==> src/rtl/if_id_buffer.sv <==
// Elastic IF/ID boundary: a small circular buffer of {PC, instruction} between fetch
// and decode, with freeze back-pressure to fetch and a flush on a taken branch.
module if_id_buffer #(
  parameter int DEPTH = 2,
  parameter int WIDTH = 32
) (
  input  logic                      clk,
  input  logic                      rst,
  input  logic [WIDTH-1:0]          ifPC,
  input  logic [WIDTH-1:0]          ifInstruction,
  input  logic                      brTaken,
  input  logic                      idStall,
  output logic                      freeze,
  output logic                      idValid,
  output logic [WIDTH-1:0]          idPC,
  output logic [WIDTH-1:0]          idInstruction,
  output logic [$clog2(DEPTH):0]    occupancy
);

  localparam int AW = $clog2(DEPTH);
  localparam logic [AW:0] FULL_CNT = (AW+1)'(DEPTH);

  logic [WIDTH-1:0] pc_mem  [DEPTH];
  logic [WIDTH-1:0] ins_mem [DEPTH];

  logic [AW-1:0] wr_ptr;
  logic [AW-1:0] rd_ptr;
  logic [AW:0]   count;
  logic          push;
  logic          pop;

  always_comb begin
    idValid = (count != '0);
    freeze  = (count == FULL_CNT) && !brTaken;
    push    = !freeze && !brTaken;
    pop     = idValid && !idStall && !brTaken;
  end

  // Entries are only ever read when counted valid, so they carry no reset.
  always_ff @(posedge clk) begin
    if (push) begin
      pc_mem[wr_ptr]  <= ifPC;
      ins_mem[wr_ptr] <= ifInstruction;
    end
  end

  always_ff @(posedge clk or negedge rst) begin
    if (!rst) begin
      wr_ptr <= '0;
      rd_ptr <= '0;
      count  <= '0;
    end else if (brTaken) begin
      wr_ptr <= '0;
      rd_ptr <= '0;
      count  <= '0;
    end else begin
      if (push) wr_ptr <= wr_ptr + 1'b1;
      if (pop)  rd_ptr <= rd_ptr + 1'b1;
      case ({push, pop})
        2'b10:   count <= count + 1'b1;
        2'b01:   count <= count - 1'b1;
        default: count <= count;
      endcase
    end
  end

  always_comb begin
    idPC          = idValid ? pc_mem[rd_ptr]  : '0;
    idInstruction = idValid ? ins_mem[rd_ptr] : '0;
    occupancy     = count;
  end

endmodule

==> config.mk <==
export PLATFORM = sky130hd
export DESIGN_NAME = if_id_buffer
export DESIGN_NICKNAME = d
export VERILOG_FILES = /design/src/rtl/if_id_buffer.sv
export SDC_FILE = /design/constraint.sdc
export NUM_CORES = 1
export LEC_CHECK = 0
export CAP_MARGIN = 20
export CORE_MARGIN = 4
export CORE_UTILIZATION = 40
export CTS_CLUSTER_SIZE = 20
export DETAILED_ROUTE_END_ITERATION = 10
export HOLD_SLACK_MARGIN = 0.08
export PLACE_DENSITY = 0.71
export SETUP_SLACK_MARGIN = 0.4
export SYNTH_ARGS = -nofsm -noshare
export SYNTH_HDL_FRONTEND = slang
export SYNTH_SLANG_ARGS = --single-unit
==> constraint.sdc <==
create_clock -name clk -period 6 [get_ports clk]
set_input_delay 1.2 -clock clk [delete_from_list [all_inputs] [get_ports clk]]
set_output_delay 1.2 -clock clk [all_outputs]
set_load 0.05 [all_outputs]
==> results.py, run 1 <==
metrics = {
    "outcome": {
        "outcome": "finished clean",
    },
    "clock_tree": {
        "clk_pin_slew_worst_paths_ns": 0.05,
        "cts_sinks": 132,
        "htree_levels": 4,
        "cts_inserted_buffers": 17,
        "cts_setup_buffers": 0,
        "holdBufCountCts": 0,
        "ctsResizeCount": 0,
        "cts_tree": "yes",
        "clk_latency_ns": 0.40,
        "cts_buffer_depth": 2,
        "clockRootBuffer": "clkbuf_16",
    },
    "power": {
        "p_comb_share_pct": 18.3,
        "ir_worst_vdd_v": 0.0002412,
        "power.density_nw_per_um2": 349.1,
        "clockPowerShare_pct": 36.9,
        "internal-power_mw": 1.827,
        "p_switching_mw": 0.6489,
        "power_leakage_nw": 2.410,
        "p_sw_share_pct": 26.21,
        "seqPwrFrac_pct": 44.8,
    },
    "floorplanning": {
        "fp-row-count": 40,
        "core_um2": 12160,
        "io_pins": 136,
        "die_y_um": 120.1,
        "dieArea_um2": 14430,
        "die_x_um": 120.1,
        "initial_core_util_pct": 41.36,
    },
    "timing": {
        "skew_ns": 0.007080,
        "setup-violations-final": 0,
        "rsz0062_at_grt": "false",
        "fmax_mhz": 242.5,
        "worstMarginPinSlew_ns": 0.7566,
        "fin_crit_sh_pct": 68.72,
        "fin_ws_ns": 1.877,
        "finalHoldViolations": 0,
        "final_max_slew_viol_count": 0,
        "fin_tns_setup_ns": 0,
        "min_period_ns": 4.123,
        "slew_headroom_pct": 49.44,
    },
    "yosys": {
        "ys_ff_latch": 132,
        "seq_area_frac_synth_pct": 78.41,
        "synth_warnings": 0,
        "avgSynthCellArea_um2": 17.40,
        "syn_area_um2": 5030,
        "yosys.cell_types.count": 18,
        "synthCells": 289,
        "synth_nets": 357,
    },
    "setup_path": {
        "worst_r2r_startpoint": "occupancy[0]$_DFFE_PN0P_",
        "required_ns": 4.80,
        "critPathMaxFanout": 35,
        "path_class": "reg2out",
        "ff2ff_setup_slack_ns": 4.03,
        "arrival_ns": 2.92,
        "critPathLaunchType": "flop",
        "worstRegToRegCells": 4,
        "r2r_end": "rd_ptr$_DFFE_PN0P_",
        "end_kind": "primary output",
    },
    "min_path": {
        "min_from": "wr_ptr$_DFFE_PN0P_",
        "whs_path_depth": 2,
        "holdPathEnd": "wr_ptr$_DFFE_PN0P_",
        "hp-class": "reg2reg",
    },
    "routing": {
        "drt_first_pass_iters": 4,
        "routed_wirelength_um": 9839,
        "vias": 2881,
        "routedWlPerCell_um": 15.97,
        "drtIter0Drc": 157,
        "postRouteAntennaNets": 0,
        "vias_per_cell": 4.677,
        "drc_errors": 0,
    },
    "placement": {
        "gp_congestion": 0.7472,
        "post-place-ws_ns": 1.993,
        "dp_hpwl_um": 6280,
        "portBuffers": 135,
    },
    "cells_and_area": {
        "layout_commonest_cell": "clkdlybuf4s50_1",
        "mostFrequentLayoutCells": "135 x clkdlybuf4s50_1, 128 x edfxtp_1, 65 x nor2_1",
        "antenna_cells": 0,
        "drive_above_1_share_pct": 8.482,
        "area_delta_synth_final_pct": 40.99,
        "fin_nets": 503,
    },
    "flow_run": {
        "cap_viol_max_count": 0,
    },
    "global_route": {
        "antenna_found_initial": 0,
        "grt_usage_pct": 14.29,
        "overflow": 0,
        "grt_max_degree": 37,
        "grt_pass1_wl_um": 15890,
        "grt_pass1_vias": 3073,
    },
}
[area by class of cell]
class	instances	area (µm²)
Clock buffer	27	513.0
Clock inverter	5	25.02
Fill cell	958	5070
Inverter	1	3.754
Multi-Input combinational cell	142	996.0
Sequential cell	132	3948
Tap cell	168	210.2
Timing Repair Buffer	141	1396
[synth_stat cells]
master	count	area share [%]
nor3b_1	1	0.15
and2b_1	1	0.15
o21ai_1	1	0.099
inv_2	1	0.075
xnor2_1	1	0.17
nor2b_1	1	0.12
mux2i_1	64	13
nor3_1	1	0.099
or3_1	1	0.12
a211oi_1	1	0.15
a21oi_1	3	0.30
dfrtp_1	4	2.0
buf_6	5	1.1
buf_2	3	0.30
nor2_1	66	4.9
xor2_1	1	0.17
edfxtp_1	128	76
buf_4	6	0.90
[per-stage QoR]
step                      cell area (µm²)  instances  power [mW]  hold slack, ns  utilization (%)
after floorplan                      5040        289       1.413          0.5185                -
after global placement               6554        584       1.577          0.6078            53.89
after detailed placement             6554        584       1.585          0.6668            53.89
after CTS                            7092        616       2.510          0.6790            58.31
after global routing                 7092        616       2.579          0.6860            58.31
final                                7092        616       2.476          0.6734            58.31
[how the worst max path moves through the flow]
stage                  startpoint                       to  slack (ns)  cells past startpoint
2_1_floorplan             brTaken  ins_mem[1][0]$_DFFE_PP_        1.82                      1
3_3_place_gp              brTaken                   freeze        2.02                      3
3_5_place_dp              brTaken                   freeze        1.99                      3
4_1_cts        rd_ptr$_DFFE_PN0P_        idInstruction[21]        1.79                      4
5_1_grt        rd_ptr$_DFFE_PN0P_        idInstruction[21]        1.64                      4
6_report       rd_ptr$_DFFE_PN0P_                  idPC[8]        1.88                      4
[cell families after synthesis]
kind of cell	share of synthesized area (%)
AOI/OAI and AO/OA	0.5471
xor gates and xnor gates	0.3483
buffers and inverters	2.388
DFF	78.41
muxes	12.74
and+or+nand+nor	5.572
[power groups by stage]
stage / clock network, mW / logic [mW] / registers [mW]
2_1_floorplan: 0 / 0.290 / 1.12
3_3_place_gp: 0 / 0.452 / 1.13
3_5_place_dp: 0 / 0.456 / 1.13
4_1_cts: 0.941 / 0.458 / 1.11
5_1_grt: 0.987 / 0.476 / 1.12
6_report: 0.914 / 0.452 / 1.11
[critical path: stages, from the launching register on]
cell	delay, ns
dfrtp_4	0.81
buf_4	0.58
mux2i_1	0.15
nor2_1	0.13
clkdlybuf4s50_1	0.82
[flip-flops by register name, summed over array words and instances, names as in the netlist]
signal     flops
ins_mem       64
occupancy      2
pc_mem        64
rd_ptr         1
wr_ptr         1
[metal layers]
layer  GRT usage, %  share of wire [%]  up-vias
met3          5.938                6.4       11
met4          5.154                1.1        0
met1          16.67                 41     1407
met5              0                  0        -
li1               -                  -     1367
met2          23.67                 51       96
No activity file was read; power rests on OpenSTA's default activity.
==> run 2, diff against run 1 <==
clock period = 3.5 ns   (was 6 ns; I/O delays follow)
==> run 2 against run 1 <==
Largest power group unchanged; combinational power rose by 71%; worst setup slack got worse by 1.3 ns; largest cell class unchanged; critical path type is now in2out; non-clock buffer count rose by 3.
==> results.py, run 2 (synthesis results as in run 1) <==
metrics = {
    "outcome": {
        "outcome": "finished clean",
    },
    "routing": {
        "drc_errors": 0,
        "routedWlPerCell_um": 16.05,
        "vias_per_cell": 4.622,
        "routed_wirelength_um": 9937,
        "vias": 2861,
        "drt_first_pass_iters": 4,
        "drtIter0Drc": 182,
        "postRouteAntennaNets": 0,
    },
    "setup_path": {
        "end_kind": "primary output",
        "arrival_ns": 2.27,
        "critPathMaxFanout": 7,
        "critPathLaunchType": "primary input",
        "path_class": "in2out",
        "required_ns": 2.80,
    },
    "floorplanning": {
        "io_pins": 136,
        "core_um2": 12160,
        "die_x_um": 120.1,
        "fp-row-count": 40,
        "initial_core_util_pct": 41.36,
        "die_y_um": 120.1,
        "dieArea_um2": 14430,
    },
    "clock_tree": {
        "cts_tree": "yes",
        "htree_levels": 4,
        "cts_buffer_depth": 2,
        "cts_sinks": 132,
        "clockRootBuffer": "clkbuf_16",
        "clk_latency_ns": 0.40,
        "cts_inserted_buffers": 17,
        "holdBufCountCts": 0,
        "clk_pin_slew_worst_paths_ns": 0.05,
    },
    "global_route": {
        "grt_pass1_vias": 3116,
        "overflow": 0,
        "grt_usage_pct": 14.32,
        "grt_max_degree": 41,
        "grt_pass1_wl_um": 15460,
        "antenna_found_initial": 0,
    },
    "timing": {
        "skew_ns": 0.005327,
        "slew_headroom_pct": 62.45,
        "rsz0062_at_grt": "false",
        "fin_crit_sh_pct": 84.90,
        "setup-violations-final": 0,
        "fin_tns_setup_ns": 0,
        "finalHoldViolations": 0,
        "fmax_mhz": 336.5,
        "final_max_slew_viol_count": 0,
        "worstMarginPinSlew_ns": 0.5615,
        "min_period_ns": 2.971,
    },
    "cells_and_area": {
        "fillers": 941,
        "mostFrequentLayoutCells": "128 x edfxtp_1, 87 x clkdlybuf4s50_1, 65 x nor2_1",
        "antenna_cells": 0,
        "drive_above_1_share_pct": 8.869,
        "area_delta_synth_final_pct": 44.38,
        "stdcell_area_um2": 7262,
        "final_util_pct": 59.71,
        "layout_commonest_cell": "edfxtp_1",
        "fin_nets": 506,
        "fin_cells": 619,
    },
    "power": {
        "power_leakage_nw": 3.016,
        "internal-power_mw": 3.240,
        "seqPwrFrac_pct": 43.4,
        "p_comb_share_pct": 17.7,
        "p_switching_mw": 1.126,
        "clockPowerShare_pct": 38.8,
        "ir_worst_vdd_v": 0.0003626,
        "fin_total_pwr_mw": 4.366,
        "p_sw_share_pct": 25.80,
        "power.density_nw_per_um2": 601.3,
    },
    "placement": {
        "placed_area_um2": 6581,
        "dp_cells": 586,
        "dp_hpwl_um": 6452,
        "portBuffers": 135,
        "gp_congestion": 0.7424,
    },
    "min_path": {
        "hp-class": "in2async",
    },
    "flow_run": {
        "cap_viol_max_count": 0,
    },
}
-- run 2: cell count changes in the layout (fill, tap and decap cells not counted), sizes merged --
cell / change
dlygate4sd2: +9
buf: +3
bufinv: +3
clkinvlp: +1
clkinv: +3
clkbuf: -7
clkdlybuf4s50: -48
dlymetal6s2s: +39
-- run 2: power groups by stage --
stage	Sequential (mW)	Clock, mW	Combinational [mW]
after floorplan	1.92	0	0.500
after global placement	1.93	0	0.779
after detailed placement	1.94	0	0.786
after CTS	1.90	1.74	0.793
after global routing	1.91	1.82	0.819
final	1.90	1.70	0.774
-- run 2: path summary, 6_finish.rpt --
kind | start | endpoint | slack [ns] | depth (start not counted)
min in group clk | wr_ptr$_DFFE_PN0P_ | wr_ptr$_DFFE_PN0P_ | 0.62 | 2
hold / removal | rst | occupancy[0]$_DFFE_PN0P_ | 0.49 | 1
setup / recovery | brTaken | freeze | 0.53 | 3
hold reg to reg | wr_ptr$_DFFE_PN0P_ | wr_ptr$_DFFE_PN0P_ | 0.62 | 2
setup reg to reg | occupancy[0]$_DFFE_PN0P_ | pc_mem[1][24]$_DFFE_PP_ | 1.67 | 3
max in group asynchronous | rst | rd_ptr$_DFFE_PN0P_ | 2.83 | 1
-- run 2: critical path: stages --
cell,delay (ns)
clkdlybuf4s50_1,0.58
nor2b_1,0.18
clkdlybuf4s50_1,0.81
-- run 2: timing repair --
item                       CTS  global route
resized for setup            9            39
cloned                       0             0
buffers inserted             1             0
pin swaps                    0             0
setup endpoints to repair   53            39
-- run 2: layer usage --
layer / vias to the layer above / GRT usage, % / part of all wire (%)
met5: - / 0 / 0
met4: 0 / 7.158 / 1.8
met3: 15 / 5.419 / 6.4
met2: 94 / 24.06 / 51
met1: 1371 / 15.90 / 40
li1: 1381 / - / -
-- run 2: area by class of cell --
type	count	area, µm²	area share [%]
repair buffers	144	1530	21.07
multi-input cells	142	996.0	13.71
flip-flops and latches	132	3948	54.36
clock inverters	12	137.6	1.895
clock buffers	20	436.7	6.013
well taps	168	210.2	2.895
inverters	1	3.754	0.05169
-- run 2: per-stage QoR --
| stage | setup WS, ns | hold slack, ns |
|---|---|---|
| 3_5_place_dp | 0.5247 | 0.6113 |
| 5_1_grt | 0.4537 | 0.4833 |
| 2_1_floorplan | 0.4094 | 0.4044 |
| 4_1_cts | 0.4042 | 0.4798 |
| 6_report | 0.5286 | 0.4906 |
| 3_3_place_gp | 0.5360 | 0.6096 |
==> run 3, diff against run 2 <==
PLACE_DENSITY = 0.68   (was 0.71)
clock period = 2.84 ns   (was 3.5 ns; I/O delays follow)
==> run 3 against run 2 <==
Total power grew 22%; cell count grew 0.81%; sequential power grew 23%; critical path type is now reg2out; clock power grew 18%; count of clock-buffer cells in the layout is the same; first-iteration DRC count shrank 37%; final area shrank 1.8%; core utilization shrank 1.1 points; register-to-register slack lost 0.48 ns.
==> results.py, run 3 (synthesis results as in run 1) <==
metrics = {
    "cells_and_area": {
        "area_delta_synth_final_pct": 41.82,
        "drive_above_1_share_pct": 23.68,
        "fin_nets": 511,
        "layout_commonest_cell": "edfxtp_1",
        "fin_cells": 624,
        "final_util_pct": 58.65,
        "mostFrequentLayoutCells": "128 x edfxtp_1, 69 x clkdlybuf4s50_1, 65 x nor2_1",
        "fillers": 1003,
        "antenna_cells": 0,
    },
    "power": {
        "ir_worst_vdd_v": 0.0003639,
        "internal-power_mw": 3.902,
        "p_sw_share_pct": 26.48,
        "seqPwrFrac_pct": 43.8,
        "clockPowerShare_pct": 37.8,
        "p_switching_mw": 1.406,
        "p_comb_share_pct": 18.4,
        "power.density_nw_per_um2": 744.1,
        "power_leakage_nw": 2.547,
    },
    "floorplanning": {
        "dieArea_um2": 14430,
        "core_um2": 12160,
        "fp-row-count": 40,
        "initial_core_util_pct": 41.36,
        "die_y_um": 120.1,
        "io_pins": 136,
        "die_x_um": 120.1,
    },
    "setup_path": {
        "critPathLaunchType": "flop",
        "critPathMaxFanout": 4,
        "path_class": "reg2out",
        "end_kind": "primary output",
        "required_ns": 2.27,
        "arrival_ns": 1.81,
    },
    "routing": {
        "postRouteAntennaNets": 0,
        "drc_errors": 0,
        "vias": 2879,
        "drtIter0Drc": 114,
        "drt_first_pass_iters": 4,
        "vias_per_cell": 4.614,
        "routedWlPerCell_um": 15.93,
        "routed_wirelength_um": 9940,
    },
    "clock_tree": {
        "cts_buffer_depth": 2,
        "cts_sinks": 132,
        "clockRootBuffer": "clkbuf_16",
        "clk_pin_slew_worst_paths_ns": 0.05,
        "clk_latency_ns": 0.40,
        "htree_levels": 4,
        "cts_tree": "yes",
        "cts_inserted_buffers": 17,
    },
    "global_route": {
        "use_met3_pct": 5.655,
        "antenna_found_initial": 0,
        "use_met1_pct": 16.14,
        "grt_usage_pct": 13.87,
        "grt_pass1_wl_um": 15150,
        "top_usage_layer": "met2",
        "grt_pass1_vias": 3028,
        "overflow": 0,
        "grt_use_met2_pct": 23.32,
        "grt_max_degree": 47,
    },
    "timing": {
        "finalHoldViolations": 0,
        "skew_ns": 0.005254,
        "min_period_ns": 2.373,
        "worstMarginPinSlew_ns": 0.5193,
        "rsz0062_at_grt": "false",
        "setup-violations-final": 0,
        "hold_slack_ns": 0.3698,
        "fmax_mhz": 421.4,
        "slew_headroom_pct": 65.27,
        "fin_crit_sh_pct": 83.57,
        "final_max_slew_viol_count": 0,
    },
    "placement": {
        "portBuffers": 135,
        "gp_congestion": 0.7256,
        "dp_hpwl_um": 6154,
        "dp_cells": 586,
    },
    "outcome": {
        "outcome": "finished clean",
    },
    "flow_run": {
        "cap_viol_max_count": 0,
    },
    "min_path": {
        "hp-class": "in2async",
    },
}
[run 3: critical path, cell delays in order (launching register included)]
cell and delay [ns]:
dfrtp_4 0.50, buf_4 0.18, mux2i_1 0.12, nor2_1 0.09
clkdlybuf4s15_1 0.51
[run 3: final cells by class]
class / instances / area, µm² / share of cell area [%]
clock buffers: 20 / 436.7 / 6.122
multi-input cells: 142 / 1001 / 14.03
clock inverters: 12 / 113.9 / 1.596
inverters: 1 / 3.754 / 0.05262
well taps: 168 / 210.2 / 2.947
flip-flops and latches: 132 / 3950 / 55.38
repair buffers: 149 / 1418 / 19.87
[run 3: metal layers]
metal  share of wire [%]  up-vias
met5                   0        -
met2                  49       98
li1                    -     1390
met1                  42     1383
met3                 7.5        8
met4                0.76        0
[run 3: power groups by stage]
stage	Combinational (mW)	Clock, mW	Sequential, mW
6_report	0.977	2.00	2.33
5_1_grt	1.03	2.14	2.34
4_1_cts	0.980	2.06	2.33
3_5_place_dp	0.956	0	2.38
3_3_place_gp	0.951	0	2.38
2_1_floorplan	0.617	0	2.37
[run 3: repair_timing]
action                                  CTS  global route
hold buffers                              0             0
gates cloned                              0             1
gates resized for setup                  47            21
setup buffers                             5             0
pin swaps                                 0             1
endpoints found under the setup margin   51            30
[run 3: stage by stage]
step	setup WS (ns)	TNS (ns)	power, mW	instance area (µm²)
final	0.4667	0	5.308	7133
after global routing	0.4016	0	5.514	7133
after CTS	0.3977	0	5.364	7104
after detailed placement	0.2971	0	3.341	6497
after global placement	0.3079	0	3.329	6497
after floorplan	-0.1203	-7.697	2.985	5056
[run 3: final timing paths]
kind / from / to / slack, ns / depth (start not counted)
worst max register to register: occupancy[0]$_DFFE_PN0P_ / pc_mem[1][22]$_DFFE_PP_ / 1.19 / 3
min in group clk: wr_ptr$_DFFE_PN0P_ / wr_ptr$_DFFE_PN0P_ / 0.63 / 2
worst min-delay path: rst / rd_ptr$_DFFE_PN0P_ / 0.37 / 1
worst max-delay path: rd_ptr$_DFFE_PN0P_ / idPC[28] / 0.47 / 4
max in group asynchronous: rst / rd_ptr$_DFFE_PN0P_ / 2.28 / 1
worst min register to register: wr_ptr$_DFFE_PN0P_ / wr_ptr$_DFFE_PN0P_ / 0.63 / 2
